$ cat config.mk
export PLATFORM = sky130hd
export DESIGN_NAME = param_sync_bank
export DESIGN_NICKNAME = d
export VERILOG_FILES = /design/src/rtl/param_sync_pkg.sv /design/src/rtl/sync_edge_det.sv /design/src/rtl/param_sync_bank.sv
export SDC_FILE = /design/constraint.sdc
export NUM_CORES = 1
export LEC_CHECK = 0
export CAP_MARGIN = 10
export CORE_ASPECT_RATIO = 0.5
export CORE_MARGIN = 10
export CORE_UTILIZATION = 25
export DETAILED_ROUTE_END_ITERATION = 12
export GPL_TIMING_DRIVEN = 0
export HOLD_SLACK_MARGIN = 0.12
export PLACE_DENSITY = 0.57
export SLEW_MARGIN = 10
export SYNTH_ARGS = -nofsm -noshare
export SYNTH_HDL_FRONTEND = slang
export SYNTH_HIERARCHICAL = 1
export SYNTH_SLANG_ARGS = --single-unit
$ cat constraint.sdc
create_clock -name clk -period 8.45 [get_ports clk]
set_input_delay 1.2675 -clock clk [delete_from_list [all_inputs] [get_ports clk]]
set_output_delay 1.2675 -clock clk [all_outputs]
set_load 0.01 [all_outputs]
$ cat src/rtl/param_sync_pkg.sv
// rtl/param_sync_pkg.sv - shared constants and types for the discharge-parameter sync bank
package param_sync_pkg;

    localparam int DATA_W_DEF = 16;
    localparam int NUM_CH_DEF = 4;

    localparam int CH_TON  = 0;
    localparam int CH_TOFF = 1;
    localparam int CH_IP   = 2;
    localparam int CH_WAVE = 3;

    localparam logic [NUM_CH_DEF*DATA_W_DEF-1:0] RST_VAL_DEF =
        {16'h0000, 16'd0, 16'd100, 16'd0};

    typedef enum logic {
        SED_TOGGLE = 1'b0,
        SED_RISE   = 1'b1
    } sed_mode_e;

endpackage

$ cat src/rtl/sync_edge_det.sv
// rtl/sync_edge_det.sv - multi-flop synchroniser with toggle or rising-edge detect
module sync_edge_det
    import param_sync_pkg::*;
#(
    parameter int        SYNC_STAGES = 3,
    parameter sed_mode_e MODE        = SED_TOGGLE
) (
    input  logic clk,
    input  logic rst,
    input  logic async_in,
    output logic edge_out
);

    logic [SYNC_STAGES-1:0] sync_q;
    logic [SYNC_STAGES-1:0] sync_d;
    logic                   seen_q;
    logic                   seen_d;

    // seen tracks the last consumed synchronised level, one stage behind the chain output
    always_comb begin
        sync_d = {sync_q[SYNC_STAGES-2:0], async_in};
        seen_d = sync_q[SYNC_STAGES-1];
        if (MODE == SED_TOGGLE) begin
            edge_out = sync_q[SYNC_STAGES-1] ^ seen_q;
        end else begin
            edge_out = sync_q[SYNC_STAGES-1] & ~seen_q;
        end
    end

    always_ff @(posedge clk or posedge rst) begin
        if (rst) begin
            sync_q <= '0;
            seen_q <= 1'b0;
        end else begin
            sync_q <= sync_d;
            seen_q <= seen_d;
        end
    end

endmodule

$ cat src/rtl/param_sync_bank.sv
// rtl/param_sync_bank.sv - CDC bank carrying SPI parameter updates into clk with optional atomic commit
module param_sync_bank
    import param_sync_pkg::*;
#(
    parameter int                         NUM_CH      = NUM_CH_DEF,
    parameter int                         DATA_W      = DATA_W_DEF,
    parameter int                         SYNC_STAGES = 3,
    parameter logic [NUM_CH*DATA_W-1:0]   RST_VAL     = RST_VAL_DEF
) (
    input  logic                     clk,
    input  logic                     rst,
    input  logic [NUM_CH-1:0]        req_tgl_async,
    input  logic [NUM_CH*DATA_W-1:0] data_async,
    output logic [NUM_CH-1:0]        ack_tgl,
    input  logic                     commit_mode,
    input  logic                     commit_stb,
    output logic [NUM_CH*DATA_W-1:0] active_data,
    output logic [NUM_CH-1:0]        pending,
    output logic [NUM_CH-1:0]        overrun,
    input  logic                     overrun_clr,
    output logic                     update_pulse,
    input  logic                     start_req_async,
    input  logic                     stop_req_async,
    output logic                     is_machine_spi
);

    logic [NUM_CH-1:0]        req_det;
    logic                     start_rise;
    logic                     stop_rise;

    logic [NUM_CH*DATA_W-1:0] active_q, active_d;
    logic [NUM_CH*DATA_W-1:0] shadow_q, shadow_d;
    logic [NUM_CH-1:0]        ack_q, ack_d;
    logic [NUM_CH-1:0]        pending_q, pending_d;
    logic [NUM_CH-1:0]        overrun_q, overrun_d;
    logic                     update_pulse_q, update_pulse_d;
    logic                     run_q, run_d;
    logic [NUM_CH-1:0]        load;
    logic                     commit_go;

    for (genvar gi = 0; gi < NUM_CH; gi++) begin : g_ch
        sync_edge_det #(
            .SYNC_STAGES (SYNC_STAGES),
            .MODE        (SED_TOGGLE)
        ) u_req_sync (
            .clk      (clk),
            .rst      (rst),
            .async_in (req_tgl_async[gi]),
            .edge_out (req_det[gi])
        );
    end

    sync_edge_det #(
        .SYNC_STAGES (SYNC_STAGES),
        .MODE        (SED_RISE)
    ) u_start_sync (
        .clk      (clk),
        .rst      (rst),
        .async_in (start_req_async),
        .edge_out (start_rise)
    );

    sync_edge_det #(
        .SYNC_STAGES (SYNC_STAGES),
        .MODE        (SED_RISE)
    ) u_stop_sync (
        .clk      (clk),
        .rst      (rst),
        .async_in (stop_req_async),
        .edge_out (stop_rise)
    );

    always_comb begin
        active_d  = active_q;
        shadow_d  = shadow_q;
        ack_d     = ack_q;
        pending_d = pending_q;
        overrun_d = overrun_clr ? '0 : overrun_q;
        load      = '0;
        // leaving deferred mode flushes pending channels like a commit strobe
        commit_go = commit_stb | ~commit_mode;

        for (int c = 0; c < NUM_CH; c++) begin
            // commit uses the pre-edge shadow, so a coincident capture is not committed
            if (commit_go && pending_q[c]) begin
                active_d[c*DATA_W +: DATA_W] = shadow_q[c*DATA_W +: DATA_W];
                pending_d[c] = 1'b0;
                load[c]      = 1'b1;
            end
            if (req_det[c]) begin
                shadow_d[c*DATA_W +: DATA_W] = data_async[c*DATA_W +: DATA_W];
                ack_d[c] = ~ack_q[c];
                if (!commit_mode) begin
                    active_d[c*DATA_W +: DATA_W] = data_async[c*DATA_W +: DATA_W];
                    load[c] = 1'b1;
                end else begin
                    if (pending_q[c] && !commit_stb) begin
                        overrun_d[c] = 1'b1;
                    end
                    pending_d[c] = 1'b1;
                end
            end
        end

        update_pulse_d = |load;

        run_d = run_q;
        if (start_rise) begin
            run_d = 1'b1;
        end
        if (stop_rise) begin
            run_d = 1'b0;
        end
    end

    always_ff @(posedge clk or posedge rst) begin
        if (rst) begin
            active_q       <= RST_VAL;
            shadow_q       <= RST_VAL;
            ack_q          <= '0;
            pending_q      <= '0;
            overrun_q      <= '0;
            update_pulse_q <= 1'b0;
            run_q          <= 1'b0;
        end else begin
            active_q       <= active_d;
            shadow_q       <= shadow_d;
            ack_q          <= ack_d;
            pending_q      <= pending_d;
            overrun_q      <= overrun_d;
            update_pulse_q <= update_pulse_d;
            run_q          <= run_d;
        end
    end

    assign active_data    = active_q;
    assign ack_tgl        = ack_q;
    assign pending        = pending_q;
    assign overrun        = overrun_q;
    assign update_pulse   = update_pulse_q;
    assign is_machine_spi = run_q;

endmodule

==> impl_results.html, run 1 <==
<table>
<tr><th>Metric</th><th>Value</th></tr>
<tr><th colspan="2">Place</th></tr>
<tr><td>Final HPWL DP</td><td>15200 um</td></tr>
<tr><td>Final weighted congestion in routability-driven placement</td><td>0.803</td></tr>
<tr><td>Placement Setup Slack</td><td>5.27 ns</td></tr>
<tr><td>Port buffer count</td><td>152</td></tr>
<tr><td>Number of instances in the placed design</td><td>1090</td></tr>
<tr><td>Post-placement cell area</td><td>0.00873 mm2</td></tr>
<tr><th colspan="2">Global route</th></tr>
<tr><td>Global-route wire length before repair</td><td>33100 um</td></tr>
<tr><td>Total gr overflow</td><td>0</td></tr>
<tr><td>Initial antenna violation count</td><td>2</td></tr>
<tr><td>Via count of the first global-routing pass</td><td>5615</td></tr>
<tr><td>Total Routing Usage GR</td><td>12.4%</td></tr>
<tr><td>Pin count of the biggest net entering global routing</td><td>77</td></tr>
<tr><th colspan="2">STA</th></tr>
<tr><td>Part of the cycle the worst path needs</td><td>33.0%</td></tr>
<tr><td>Unrepaired setup endpoints after global routing</td><td>false</td></tr>
<tr><td>Peak clock frequency supported by timing</td><td>359 MHz</td></tr>
<tr><td>Final period demand of the worst path</td><td>2.79 ns</td></tr>
<tr><td>Tightest Pin Transition</td><td>0.537 ns</td></tr>
<tr><td>Final-report setup violation count</td><td>0</td></tr>
<tr><td>Slew headroom</td><td>64.2%</td></tr>
<tr><td>Total Negative Setup Slacks</td><td>0 ns</td></tr>
<tr><td>Skew final</td><td>0.00795 ns</td></tr>
<tr><td>Worst Hold Margin</td><td>0.350 ns</td></tr>
<tr><td>Number of hold-slack violations in the final timing report</td><td>0</td></tr>
<tr><td>Slew Limit Fails</td><td>0</td></tr>
<tr><td>Final critical-path setup slack</td><td>5.66 ns</td></tr>
<tr><th colspan="2">Pwr</th></tr>
<tr><td>Flop pwr share</td><td>43.2%</td></tr>
<tr><td>Maximum ir drop on the vdd rail</td><td>141 uV</td></tr>
<tr><td>Combinational share of power</td><td>22.3%</td></tr>
<tr><td>Switching power</td><td>0.638 mW</td></tr>
<tr><td>Ratio of total power to cell area</td><td>250 mW/mm2</td></tr>
<tr><td>Internal cell power</td><td>1.70 mW</td></tr>
<tr><td>Switch share</td><td>27.3%</td></tr>
<tr><td>Part of the power in the clock network</td><td>34.5%</td></tr>
<tr><td>Leakage power</td><td>3.77 nW</td></tr>
<tr><td>Total power consumption of the routed design</td><td>2.33 mW</td></tr>
<tr><th colspan="2">Floorplanning</th></tr>
<tr><td>Core ar.</td><td>0.0265 mm2</td></tr>
<tr><td>Die Width</td><td>252 um</td></tr>
<tr><td>Initial cell density of the core</td><td>25.4%</td></tr>
<tr><td>DIE AREA</td><td>0.0343 mm2</td></tr>
<tr><td>Number of top-level pins</td><td>153</td></tr>
<tr><td>Height of the die</td><td>136 um</td></tr>
<tr><td>Number of placement rows</td><td>42</td></tr>
<tr><th colspan="2">Yosys</th></tr>
<tr><td>Yosys warns</td><td>6</td></tr>
<tr><td>Register bit count reported by yosys</td><td>166</td></tr>
<tr><td>Adder-cell area share of the yosys netlist</td><td>0%</td></tr>
<tr><td>Share of flip-flops with an asynchronous set or reset</td><td>100%</td></tr>
<tr><td>Post-synthesis area per instance</td><td>11.5 um2</td></tr>
<tr><td>Cell count after synthesis</td><td>585</td></tr>
<tr><td>Area share of the leading cell type in the synthesized netlist</td><td>59.4%</td></tr>
<tr><td>Multiplexer share of the synthesized area</td><td>10.7%</td></tr>
<tr><td>Xor/xnor cell area share of the yosys netlist</td><td>1.04%</td></tr>
<tr><td>Unique masters post-synth</td><td>21</td></tr>
<tr><td>Part of the Yosys area used for sequential elements</td><td>61.8%</td></tr>
<tr><td>Count of flip-flops with a built-in enable after synthesis</td><td>0</td></tr>
<tr><td>Fraction of the mapped netlist area in compound gates</td><td>11.6%</td></tr>
<tr><td>Most frequent cells after synthesis</td><td>dfrtp_1, nor2_1, nand3_1, a31oi_1, mux2_2</td></tr>
<tr><td>Main combinational cell family by area after synthesis</td><td>compound AO/OA/AOI/OAI gates</td></tr>
<tr><td>Top post-synthesis cells by area</td><td>dfrtp_1, mux2_2, a31oi_1</td></tr>
<tr><td>Commonest register cell after synthesis</td><td>dfrtp_1</td></tr>
<tr><td>Most repeated cell in the gate-level netlist after synthesis</td><td>dfrtp_1</td></tr>
<tr><td>Post-synth top area cell</td><td>dfrtp_1</td></tr>
<tr><td>Netlist Area Pre-Place</td><td>0.00674 mm2</td></tr>
<tr><td>Mapped Nets</td><td>660</td></tr>
<tr><td>Area fraction in and, or, nand and nor cells after synthesis</td><td>10.1%</td></tr>
<tr><th colspan="2">Final layout</th></tr>
<tr><td>Final cell count without fillers</td><td>1124</td></tr>
<tr><td>Area Overhead vs Synth</td><td>38.7%</td></tr>
<tr><td>Final non-filler cell area</td><td>0.00934 mm2</td></tr>
<tr><td>Fill cell total of the finished layout</td><td>2665</td></tr>
<tr><td>Core occupancy in the finished layout</td><td>35.3%</td></tr>
<tr><td>Net count of the finished layout</td><td>832</td></tr>
<tr><td>Proportion of layout cells with a drive suffix above 1</td><td>18.8%</td></tr>
<tr><th colspan="2">Drt</th></tr>
<tr><td>Antenna viol nets, final</td><td>0</td></tr>
<tr><td>Routed wire length</td><td>21100 um</td></tr>
<tr><td>Number of vias per cell</td><td>4.65</td></tr>
<tr><td>Total via count after detailed routing</td><td>5229</td></tr>
<tr><td>Number of iterations in the first detailed-routing pass</td><td>6</td></tr>
<tr><td>Per-cell routed wire length</td><td>18.8 um</td></tr>
<tr><td>Number of remaining DRC errors</td><td>0</td></tr>
<tr><td>Number of design-rule violations left by the first detailed-router iteration</td><td>398</td></tr>
<tr><th colspan="2">Setup path</th></tr>
<tr><td>Total buffers and inverters traversed by the critical path</td><td>1</td></tr>
<tr><td>Crit path launch type</td><td>flip-flop</td></tr>
<tr><td>Category of the critical setup timing path</td><td>flip-flop to primary output</td></tr>
<tr><td>Data required time at the worst endpoint</td><td>7.18 ns</td></tr>
<tr><td>Critical path cell sequence</td><td>clkdlybuf4s50_1</td></tr>
<tr><td>Stage delay of the slowest cell on the critical path</td><td>0.56 ns</td></tr>
<tr><td>Highest-delay cell along the critical path</td><td>clkdlybuf4s50_1</td></tr>
<tr><td>Crit path launch</td><td>active_data[18]</td></tr>
<tr><td>Endpoint arrival time on the critical path</td><td>1.52 ns</td></tr>
<tr><td>Critical register-to-register path startpoint</td><td>pending[2]</td></tr>
<tr><td>Worst path top cell family by delay</td><td>buffers and inverters</td></tr>
<tr><td>Type of destination of the critical path</td><td>primary output</td></tr>
<tr><td>Largest fanout on the critical path</td><td>2</td></tr>
<tr><th colspan="2">Min path</th></tr>
<tr><td>HP Start</td><td>g_ch[3].u_req_sync/sync_q[1]</td></tr>
<tr><td>Min-delay worst type</td><td>flip-flop to flip-flop</td></tr>
<tr><th colspan="2">Clock network</th></tr>
<tr><td>Root Buffer Master</td><td>clkbuf_16</td></tr>
<tr><td>TritonCTS clock tree</td><td>yes</td></tr>
<tr><td>Number of instances resized during post-cts repair</td><td>0</td></tr>
<tr><td>CTS sink cnt</td><td>166</td></tr>
<tr><td>Clk Latency, worst-skew pair</td><td>0.43 ns</td></tr>
<tr><td>Maximum clock path buffer count</td><td>2</td></tr>
<tr><td>Hold-fix buffers at CTS</td><td>0</td></tr>
<tr><td>CTS Buf Count</td><td>17</td></tr>
<tr><td>Setup bufs post-CTS</td><td>0</td></tr>
<tr><td>Clk pin slew, worst setup/hold paths</td><td>0.06 ns</td></tr>
<tr><td>Max H-tree Level</td><td>4</td></tr>
<tr><th colspan="2">Run status</th></tr>
<tr><td>Outcome</td><td>complete, no violations</td></tr>
<tr><th colspan="2">Flow run</th></tr>
<tr><td>Count of maximum capacitance violations</td><td>0</td></tr>
</table>
## flip-flops by register name, indices dropped and copies added (netlist names)
| name | cells |
|---|---|
| update_pulse | 1 |
| is_machine_spi | 1 |
| active_data | 64 |
| g_ch.u_req_sync/seen_q | 4 |
| u_stop_sync/seen_q | 1 |
| pending | 4 |
| u_stop_sync/sync_q | 3 |
| overrun | 4 |
| u_start_sync/sync_q | 3 |
| g_ch.u_req_sync/sync_q | 12 |
| ack_tgl | 4 |
| u_start_sync/seen_q | 1 |
| shadow_q | 64 |
## cells by family after synthesis
logic type	after synthesis
mux	64
flops	166
buf+inv	62
simple gates	147
xor+xnor	8
compound gates	138
## area by class of cell
type,instances,area (um2),share of cell area [%]
Sequential cell,166,4160,44.6
Buffer,47,265,2.84
Clock buffer,23,478,5.12
Multi-Input combinational cell,357,2250,24.1
Inverter,15,63.8,0.683
Tap cell,352,440,4.72
Timing Repair Buffer,153,1550,16.6
Antenna cell,2,5.00,0.0536
Clock inverter,9,125,1.34
## power groups by stage
stage	Combinational (mW)	Sequential [mW]	Clock, mW
global placement	0.520	1.02	0
detailed placement	0.530	1.02	0
finish	0.521	1.01	0.805
floorplan	0.206	1.04	0
global route	0.566	1.02	0.851
CTS	0.531	1.01	0.815
## path summary, 6_finish.rpt
check,end,slack (ns),cells after the start
worst max-delay path,active_data[18],5.66,1
worst min-delay path,g_ch[3].u_req_sync/sync_q[2],0.35,0
worst max register to register,active_data[40],6.88,5
worst min register to register,g_ch[3].u_req_sync/sync_q[2],0.35,0
max in group asynchronous,shadow_q[18],6.15,3
min in group asynchronous,u_start_sync/sync_q[1],1.37,2
## per-layer routing
| layer | up-vias | global-route usage, % | share of wire, % |
|---|---|---|---|
| met5 | - | 0 | 0 |
| met4 | 0 | 5.45 | 2.3 |
| met3 | 27 | 1.75 | 2.1 |
| met2 | 88 | 23.1 | 56 |
| met1 | 2700 | 14.0 | 40 |
| li1 | 2414 | - | - |
## cells in the final DEF (no fill, tap or decap), drive strengths merged, types with 4 or more instances in the layout
cell type	instances
inv	15
a31oi	64
clkbuf	33
dfstp	6
clkdlybuf4s50	152
o21a	4
mux2	64
nand2b	5
xor2	8
clkinv	4
nand3	68
dfrtp	160
o21ai	69
buf	38
nor2	70
No activity file was read; power rests on OpenSTA's default activity.
==> run 2: changes to the inputs <==
Clock period 8.45 ns to 2.6 ns, I/O delays scaled along.
==> run 2 against run 1 <==
Sequential share of layout area is 0.11 points higher. Setup slack worse by 5.0 ns. Critical path depth stayed put. Worst hold slack worse by 0.0064 ns. Sequential cell count stayed put. Global-route usage is 0.17 points lower. Largest power group unchanged. Routed wire length is 0.25% lower. Register-to-register slack worse by 5.9 ns.
==> impl_results.html, run 2 (synthesis results as in run 1) <==
<table>
<tr><th>Metric</th><th>Value</th></tr>
<tr><th colspan="2">Final layout</th></tr>
<tr><td>Core occupancy in the finished layout</td><td>35.2% (-0.090 points)</td></tr>
<tr><td>Final cell count without fillers</td><td>1128 (+0.36%)</td></tr>
<tr><td>Leading cell type in the layout, fill and taps excluded</td><td>dfrtp_1</td></tr>
<tr><td>Highest-count cells in the layout ignoring fill and taps</td><td>dfrtp_1, clkdlybuf4s50_1, nor2_1, nand3_1</td></tr>
<tr><td>Fill cell total of the finished layout</td><td>2649 (-0.60%)</td></tr>
<tr><td>Proportion of layout cells with a drive suffix above 1</td><td>19.1% (+0.32 points)</td></tr>
<tr><td>Net count of the finished layout</td><td>835 (+0.36%)</td></tr>
<tr><td>Area Overhead vs Synth</td><td>38.3%</td></tr>
<tr><td>Final non-filler cell area</td><td>0.00932 mm2 (-0.25%)</td></tr>
<tr><th colspan="2">Floorplanning</th></tr>
<tr><td>Number of top-level pins</td><td>153 (unchanged)</td></tr>
<tr><td>DIE AREA</td><td>0.0343 mm2 (unchanged)</td></tr>
<tr><td>Height of the die</td><td>136 um (unchanged)</td></tr>
<tr><td>Core ar.</td><td>0.0265 mm2 (unchanged)</td></tr>
<tr><td>Die Width</td><td>252 um (unchanged)</td></tr>
<tr><td>Initial cell density of the core</td><td>25.4% (unchanged)</td></tr>
<tr><td>Number of placement rows</td><td>42 (unchanged)</td></tr>
<tr><th colspan="2">Clock network</th></tr>
<tr><td>Hold-fix buffers at CTS</td><td>0 (unchanged)</td></tr>
<tr><td>CTS Buf Count</td><td>17 (unchanged)</td></tr>
<tr><td>Maximum clock path buffer count</td><td>2 (unchanged)</td></tr>
<tr><td>Clk pin slew, worst setup/hold paths</td><td>0.06 ns (about the same)</td></tr>
<tr><td>Number of instances resized during post-cts repair</td><td>0 (unchanged)</td></tr>
<tr><td>CTS sink cnt</td><td>166 (unchanged)</td></tr>
<tr><td>Max H-tree Level</td><td>4 (unchanged)</td></tr>
<tr><td>Root Buffer Master</td><td>clkbuf_16</td></tr>
<tr><td>TritonCTS clock tree</td><td>yes</td></tr>
<tr><td>Clk Latency, worst-skew pair</td><td>0.43 ns (about the same)</td></tr>
<tr><td>Setup bufs post-CTS</td><td>0 (unchanged)</td></tr>
<tr><th colspan="2">Setup path</th></tr>
<tr><td>Type of destination of the critical path</td><td>primary output</td></tr>
<tr><td>Internal reg-to-reg setup slack</td><td>1.02 ns (-5.86 ns)</td></tr>
<tr><td>Stage delay of the slowest cell on the critical path</td><td>0.55 ns (about the same)</td></tr>
<tr><td>Total buffers and inverters traversed by the critical path</td><td>1 (unchanged)</td></tr>
<tr><td>Critical path cell sequence</td><td>clkdlybuf4s50_1</td></tr>
<tr><td>Endpoint of the lowest-slack register-to-register path</td><td>active_data[40]</td></tr>
<tr><td>Endpoint of the most critical setup path</td><td>active_data[22]</td></tr>
<tr><td>Crit path launch</td><td>active_data[22]</td></tr>
<tr><td>Category of the critical setup timing path</td><td>flip-flop to primary output</td></tr>
<tr><td>Crit path launch type</td><td>flip-flop</td></tr>
<tr><td>Endpoint arrival time on the critical path</td><td>1.52 ns (about the same)</td></tr>
<tr><td>Critical register-to-register path startpoint</td><td>pending[2]</td></tr>
<tr><td>Worst path top cell family by delay</td><td>flip-flops</td></tr>
<tr><td>Cell depth of the worst setup path</td><td>1 (unchanged)</td></tr>
<tr><td>R2R depth</td><td>5 (unchanged)</td></tr>
<tr><td>Largest fanout on the critical path</td><td>2 (unchanged)</td></tr>
<tr><td>Data required time at the worst endpoint</td><td>2.21 ns (-4.97 ns)</td></tr>
<tr><td>Highest-delay cell along the critical path</td><td>dfstp_2</td></tr>
<tr><th colspan="2">Place</th></tr>
<tr><td>Final HPWL DP</td><td>15400 um (+1.1%)</td></tr>
<tr><td>Number of instances in the placed design</td><td>1093 (+0.28%)</td></tr>
<tr><td>Post-placement cell area</td><td>0.00880 mm2 (+0.73%)</td></tr>
<tr><td>Placement Setup Slack</td><td>0.308 ns (-4.96 ns)</td></tr>
<tr><td>Final weighted congestion in routability-driven placement</td><td>0.805 (+0.25%)</td></tr>
<tr><td>Port buffer count</td><td>152 (unchanged)</td></tr>
<tr><th colspan="2">STA</th></tr>
<tr><td>Final period demand of the worst path</td><td>1.91 ns</td></tr>
<tr><td>Final-report setup violation count</td><td>0 (unchanged)</td></tr>
<tr><td>Part of the cycle the worst path needs</td><td>73.4%</td></tr>
<tr><td>Final critical-path setup slack</td><td>0.691 ns (-4.97 ns)</td></tr>
<tr><td>Total Negative Setup Slacks</td><td>0 ns (unchanged)</td></tr>
<tr><td>Number of hold-slack violations in the final timing report</td><td>0 (unchanged)</td></tr>
<tr><td>Peak clock frequency supported by timing</td><td>524 MHz</td></tr>
<tr><td>Slew headroom</td><td>53.1% (-11 points)</td></tr>
<tr><td>Unrepaired setup endpoints after global routing</td><td>false</td></tr>
<tr><td>Skew final</td><td>0.00785 ns (-0.0000936 ns)</td></tr>
<tr><td>Worst Hold Margin</td><td>0.344 ns (-0.00638 ns)</td></tr>
<tr><td>Tightest Pin Transition</td><td>0.703 ns (+0.166 ns)</td></tr>
<tr><td>Slew Limit Fails</td><td>0 (unchanged)</td></tr>
<tr><th colspan="2">Drt</th></tr>
<tr><td>Per-cell routed wire length</td><td>18.7 um (-0.60%)</td></tr>
<tr><td>Total via count after detailed routing</td><td>5267 (+0.73%)</td></tr>
<tr><td>Number of design-rule violations left by the first detailed-router iteration</td><td>342 (-14%)</td></tr>
<tr><td>Antenna viol nets, final</td><td>0 (unchanged)</td></tr>
<tr><td>Number of iterations in the first detailed-routing pass</td><td>4 (-2)</td></tr>
<tr><td>Number of remaining DRC errors</td><td>0 (unchanged)</td></tr>
<tr><td>Number of vias per cell</td><td>4.67 (+0.37%)</td></tr>
<tr><td>Routed wire length</td><td>21100 um (-0.25%)</td></tr>
<tr><th colspan="2">Pwr</th></tr>
<tr><td>Maximum ir drop on the vdd rail</td><td>431 uV (+210%)</td></tr>
<tr><td>Leakage power</td><td>3.75 nW (-0.41%)</td></tr>
<tr><td>Total power consumption of the routed design</td><td>7.23 mW (+210%)</td></tr>
<tr><td>Ratio of total power to cell area</td><td>776 mW/mm2 (+210%)</td></tr>
<tr><th colspan="2">Run status</th></tr>
<tr><td>Outcome</td><td>complete, no violations</td></tr>
<tr><th colspan="2">Global route</th></tr>
<tr><td>Via count of the first global-routing pass</td><td>5675 (+1.1%)</td></tr>
<tr><td>Initial antenna violation count</td><td>3 (+1)</td></tr>
<tr><td>Pin count of the biggest net entering global routing</td><td>39 (-49%)</td></tr>
<tr><td>Total Routing Usage GR</td><td>12.2% (-0.17 points)</td></tr>
<tr><td>Global-route wire length before repair</td><td>32700 um (-1.4%)</td></tr>
<tr><td>Total gr overflow</td><td>0 (unchanged)</td></tr>
<tr><th colspan="2">Flow run</th></tr>
<tr><td>Count of maximum capacitance violations</td><td>0 (unchanged)</td></tr>
<tr><th colspan="2">Min path</th></tr>
<tr><td>Min-delay worst type</td><td>flip-flop to flip-flop</td></tr>
<tr><td>Hold Path Cell Cnt</td><td>0 (unchanged)</td></tr>
</table>
[run 2: changes by cell type in the layout (fill, tap and decap cells not counted)]
| cell | change |
|---|---|
| buf_16 | +1 |
| clkinv_2 | +4 |
| clkbuf_8 | -2 |
| diode_2 | +1 |
| clkinvlp_4 | +2 |
| bufinv_16 | -3 |
| buf_12 | +2 |
| inv_8 | -1 |
[run 2: routing by layer]
metal / GRT usage (%) / wire (um)
met4: 4.65 / 496
met3: 2.23 / 475
met2: 23.2 / 11600
met1: 13.4 / 8460
met5: 0 / 0
[run 2: worst min path at each step]
| stage | startpoint | end | slack (ns) |
|---|---|---|---|
| floorplan | rst | g_ch[0].u_req_sync/seen_q | 0.16 |
| global placement | g_ch[3].u_req_sync/sync_q[1] | g_ch[3].u_req_sync/sync_q[2] | 0.33 |
| detailed placement | g_ch[1].u_req_sync/sync_q[0] | g_ch[1].u_req_sync/sync_q[1] | 0.34 |
| CTS | u_start_sync/sync_q[1] | u_start_sync/sync_q[2] | 0.34 |
| global route | u_start_sync/sync_q[1] | u_start_sync/sync_q[2] | 0.34 |
| finish | u_start_sync/sync_q[1] | u_start_sync/sync_q[2] | 0.34 |
[run 2: power breakdown]
group	internal (mW)	total [mW]	switching, mW
Sequential	3.03	3.27	0.246
Combinational	0.912	1.71	0.800
Clock	1.23	2.24	1.01
[run 2: area by class of cell]
class	instances	area, um2	area share [%]
antenna	3	7.51	0.0806
buffer	47	265	2.85
clock buffer	21	450	4.83
clock inverter	11	62.6	0.672
inverter	15	60.1	0.645
multi-input combinational	357	2250	24.2
sequential	166	4160	44.7
tap	352	440	4.73
timing repair buffer	156	1620	17.4
